==> src/rtl/gb_stream_src.sv <==
// Frame pattern source: streams an IMG_W x IMG_H frame of (seed + x + 16*y) pixels over a valid/ready port.
// Define GB_STREAM_SRC_GAP_EN to insert LFSR-driven bubbles between beats; the default build streams back-to-back.
//
// state | meaning
// IDLE  | waiting for start; beat_cnt keeps last frame's count
// SEND  | presenting pixels, advancing x/y on each handshake
// DONE  | one-cycle done pulse after the TLAST handshake
module gb_stream_src #(
   parameter int IMG_W = 8,
   parameter int IMG_H = 8
) (
   input  logic        clk,
   input  logic        rst,
   input  logic        start,
   input  logic [7:0]  seed,
   output logic [7:0]  arg_1_TDATA,
   output logic        arg_1_TVALID,
   input  logic        arg_1_TREADY,
   output logic        arg_1_TLAST,
   output logic        busy,
   output logic        done,
   output logic [19:0] beat_cnt
);

   localparam int XW = (IMG_W > 1) ? $clog2(IMG_W) : 1;
   localparam int YW = (IMG_H > 1) ? $clog2(IMG_H) : 1;
   localparam logic [XW-1:0] X_LAST = XW'(IMG_W - 1);
   localparam logic [YW-1:0] Y_LAST = YW'(IMG_H - 1);

   typedef enum logic [1:0] {
      ST_IDLE,
      ST_SEND,
      ST_DONE
   } state_t;

   state_t        state_q;
   logic [XW-1:0] x_q, x_d;
   logic [YW-1:0] y_q, y_d;
   logic [7:0]    seed_q;
   logic [7:0]    tdata_q, tdata_d;
   logic          tvalid_q;
   logic          tlast_q, tlast_d;
   logic          busy_q;
   logic          done_q;
   logic [19:0]   beat_cnt_q;
   logic          hs;
   logic          gap;

   assign hs = tvalid_q & arg_1_TREADY;

   // Next pixel position and value, precomputed so the beat after a handshake is registered.
   always_comb begin
      x_d = x_q;
      y_d = y_q;
      if (x_q == X_LAST) begin
         x_d = '0;
         y_d = y_q + 1'b1;
      end else begin
         x_d = x_q + 1'b1;
      end
      tdata_d = seed_q + 8'(x_d) + 8'({y_d, 4'h0});
      tlast_d = (x_d == X_LAST) && (y_d == Y_LAST);
   end

`ifdef GB_STREAM_SRC_GAP_EN
   logic [7:0] lfsr_q;

   always_ff @(posedge clk) begin
      if (rst) begin
         lfsr_q <= 8'hA5;
      end else if (state_q == ST_SEND) begin
         lfsr_q <= {lfsr_q[6:0], lfsr_q[7] ^ lfsr_q[5] ^ lfsr_q[4] ^ lfsr_q[3]};
      end
   end

   assign gap = lfsr_q[0];
`else
   assign gap = 1'b0;
`endif

   always_ff @(posedge clk) begin
      if (rst) begin
         state_q    <= ST_IDLE;
         x_q        <= '0;
         y_q        <= '0;
         seed_q     <= '0;
         tdata_q    <= '0;
         tvalid_q   <= 1'b0;
         tlast_q    <= 1'b0;
         busy_q     <= 1'b0;
         done_q     <= 1'b0;
         beat_cnt_q <= '0;
      end else begin
         case (state_q)
            ST_IDLE: begin
               done_q <= 1'b0;
               if (start) begin
                  seed_q     <= seed;
                  x_q        <= '0;
                  y_q        <= '0;
                  beat_cnt_q <= '0;
                  tdata_q    <= seed;
                  tlast_q    <= 1'b0;
                  tvalid_q   <= 1'b1;
                  busy_q     <= 1'b1;
                  state_q    <= ST_SEND;
               end
            end
            ST_SEND: begin
               if (hs) begin
                  beat_cnt_q <= beat_cnt_q + 20'd1;
                  if (tlast_q) begin
                     tvalid_q <= 1'b0;
                     tlast_q  <= 1'b0;
                     done_q   <= 1'b1;
                     state_q  <= ST_DONE;
                  end else begin
                     x_q      <= x_d;
                     y_q      <= y_d;
                     tdata_q  <= tdata_d;
                     tlast_q  <= tlast_d;
                     tvalid_q <= ~gap;
                  end
               end else if (!tvalid_q) begin
                  // bubble cycle over; the next beat is already loaded
                  tvalid_q <= 1'b1;
               end
            end
            ST_DONE: begin
               done_q  <= 1'b0;
               busy_q  <= 1'b0;
               state_q <= ST_IDLE;
            end
            default: state_q <= ST_IDLE;
         endcase
      end
   end

   assign arg_1_TDATA  = tdata_q;
   assign arg_1_TVALID = tvalid_q;
   assign arg_1_TLAST  = tlast_q;
   assign busy         = busy_q;
   assign done         = done_q;
   assign beat_cnt     = beat_cnt_q;

endmodule

==> config.mk <==
export PLATFORM = sky130hd
export DESIGN_NAME = gb_stream_src
export DESIGN_NICKNAME = d
export VERILOG_FILES = /design/src/rtl/gb_stream_src.sv
export SDC_FILE = /design/constraint.sdc
export NUM_CORES = 1
export LEC_CHECK = 0
export ABC_AREA = 1
export CORE_MARGIN = 3
export CORE_UTILIZATION = 45
export CTS_CLUSTER_SIZE = 40
export DETAILED_ROUTE_END_ITERATION = 16
export GPL_TIMING_DRIVEN = 0
export PLACE_DENSITY = 0.68
export SLEW_MARGIN = 20
export SYNTH_ARGS = -nofsm -noshare
export SYNTH_HDL_FRONTEND = slang
export SYNTH_SLANG_ARGS = --single-unit
==> constraint.sdc <==
create_clock -name clk -period 2 [get_ports clk]
set_input_delay 0.2 -clock clk [delete_from_list [all_inputs] [get_ports clk]]
set_output_delay 0.2 -clock clk [all_outputs]
set_load 0.05 [all_outputs]
==> run summary <==
Status - finished, violations left
Violated checks - setup timing
Most used DFF post-synth - dfxtp_1
Routed wl met3 - 273 um
Sequential share of the synthesized area - 37.9%
Vias in the first global route - 2287
Top layer in use - met4
Core box area - 5270 um2
Area grow syn2layout - 30.0%
Drt first pass iters - 4
Io pins - 44
DIE AREA - 6570 um2
Placed insts - 463
Share of layout cells above drive strength 1 - 14.6%
Leakage power - 1.34 nW
Post-DP Area - 3060 um2
Yosys top cell area share - 37.9%
Vias - 2409
Drt first-iter violations - 84
Max incr delay on CP - 0.38 ns
CTS Buf Count - 5
Fin nets - 427
Slowest library cell on the worst path - dfxtp_4
Synth unique cells - 34
Post-synth EDFFs - 0
Crit end category - register
Fin worst setup slack - -0.00594 ns
Pwr/cell area - 641 nW/um2
Setup TNS - -0.00594 ns
Seq cells post-synth - 48
Asr flop ratio synth - 0%
Design area - 3290 um2
Via density - 5.08
Fill cells - 491
H-Tree Level Count - 2
Maximum clock frequency - 0.499 GHz
Hold slack - 0.454 ns
Crit Path Max Fanout - 5
Critical-path cell list - ha_4 -> nand2_8 -> nand2_4 -> inv_2 -> ha_4 -> fa_2 -> nand2_2 -> nand2_2 -> nand3_2 -> nand2_1 -> xor2_1 -> o21ai_1 -> nand2_1
Initial antenna violation count - 0
Worst-margin pin slew - 0.505 ns
Global-route wire length before repair - 10.2 mm
Hold-fix buffers, CTS - 0
Final Hold Viols - 0
Hold Path Class - register to register
Clock Path Buffers - 2
Post-route ant nets - 0
Yosys warning total - 0
DR DRC count - 0
CTS tree - yes
Unrepaired setup endpoints after global routing - yes
Footprint of the multi-input gates - 1480 um2
Final Max Slew Viols - 0
Hpwl dp - 4.30 mm
Mapped Avg Cell Area - 7.24 um2
Synth top area cells - dfxtp_1, nand2_1, nor2_1
Kind of critical path - register to register
Clk slew on worst S/H paths - 0.09 ns
Clk_lat worst skew - 0.31 ns
Layout Cells excl Fill - 474
Top-count cell post-synth - nand2_1
GPL Wtd Cong - 0.831
Biggest area consumer among synthesized cells - dfxtp_1
Routed length on met2 - 2.82 mm
Overflow left after global routing - 0
Die height - 81.0 um
Reg2reg path depth - 13
Post-Route WL - 6.12 mm
Worst Path Required - 2.20 ns
Port Buffers - 43
Slew headroom - 66.2%
Initial Utilization - 48.1%
Period utilisation layout - 100%
Clock tree sinks - 48
Worst setup SP type - register
Hold Path Stages - 2
Syn Nets - 374
Crit path DAT - 2.21 ns
Die outline width - 81.0 um
Post-synth top cells - nand2_1, dfxtp_1, nor2_1
WL per Instance - 12.9 um
Max Cap Violations - 0
Gate count of the mapped netlist - 350
Mapped cell area - 2530 um2
Core Rows - 26
# diodes - 0
Register Area - 971 um2
Clk_skew - 0.00552 ns
VDD IR max - 307 uV
M1 wire length - 2.94 mm
Clk root buf - clkbuf_8
Setup-failing EPs final - 1
GRT Util Overall - 19.7%
Tmin final - 2.01 ns
Largest net degree at the start of global routing - 15
per-stage QoR:
step	util [%]	worst slack [ns]	total power, mW
2_1_floorplan	-	0.00205	1.36
5_1_grt	62.5	-0.0720	2.22
4_1_cts	61.1	0.0130	2.11
6_report	62.5	-0.00594	2.11
3_3_place_gp	58.0	-0.195	1.49
3_5_place_dp	58.0	-0.223	1.49
layer usage:
metal  track usage [%]  vias up
met2              31.9       55
met1              26.1     1101
met4              5.57        0
met5                 0        -
li1                  -     1242
met3              4.88       11
timing repair:
| action | 4_1_cts | 5_1_grt |
|---|---|---|
| setup buffers | 2 | 1 |
| pin swaps | 4 | 6 |
| gates resized for setup | 13 | 16 |
| endpoints found under the setup margin | 4 | 5 |
worst paths after layout:
check | end | startpoint | slack (ns)
min | arg_1_TDATA[3] | arg_1_TDATA[3] | 0.45
min reg2reg | arg_1_TDATA[3] | arg_1_TDATA[3] | 0.45
max reg2reg | arg_1_TDATA[6] | x_q[0] | -0.006
max | arg_1_TDATA[6] | x_q[0] | -0.006
cell usage in the layout (no fill, tap or decap), types with 4 or more instances in the layout:
cell type,instances
a21oi_1,26
nor3_1,8
nand3_1,21
nand2_2,11
nand2_1,65
clkbuf_8,6
o21ai_0,27
inv_1,39
clkdlybuf4s50_1,43
dfxtp_1,44
o21ai_1,4
nor2_1,47
buf_4,4
ha_1,8
state kept, by name, indices dropped and copies added, names as in the netlist:
name	cells
x_q	3
y_q	3
done	1
busy	1
beat_cnt	20
arg_1_TVALID	1
arg_1_TDATA	8
state_q	2
seed_q	8
arg_1_TLAST	1
worst max-delay path: cells and delay by family, from the launching register on:
kind                     cells  cell delay [ns]
adder cells (fa/ha/maj)      3             0.68
AND/OR/NAND/NOR              7             0.52
flip-flops                   1             0.38
XOR/XNOR                     1             0.14
AO/OA/AOI/OAI                1             0.14
buffers and inverters        1             0.04
area by class of cell:
type / instances / share of cell area (%)
clock inverter: 2 / 0.304
tap: 70 / 2.66
timing repair buffer: 46 / 13.8
sequential: 48 / 29.5
clock buffer: 6 / 2.51
inverter: 42 / 4.86
buffer: 7 / 1.44
multi-input combinational: 253 / 45.0
kinds of logic (layout without fill, tap and decap cells):
kind of cell,after synthesis,count (layout),synth area share [%]
flops,48,48,37.9
buf+inv,49,103,8.20
fa+ha+maj,12,12,6.22
simple gates,170,170,32.3
xor+xnor,4,4,1.38
compound gates,67,67,13.9
where the power goes:
group          switching (mW)  total (mW)  leakage (nW)  internal, mW
sequential             0.0361        1.04         0.394          1.00
combinational           0.295       0.458         0.892         0.164
clock                   0.339       0.616        0.0510         0.277
(Power assumes the default switching activity.)
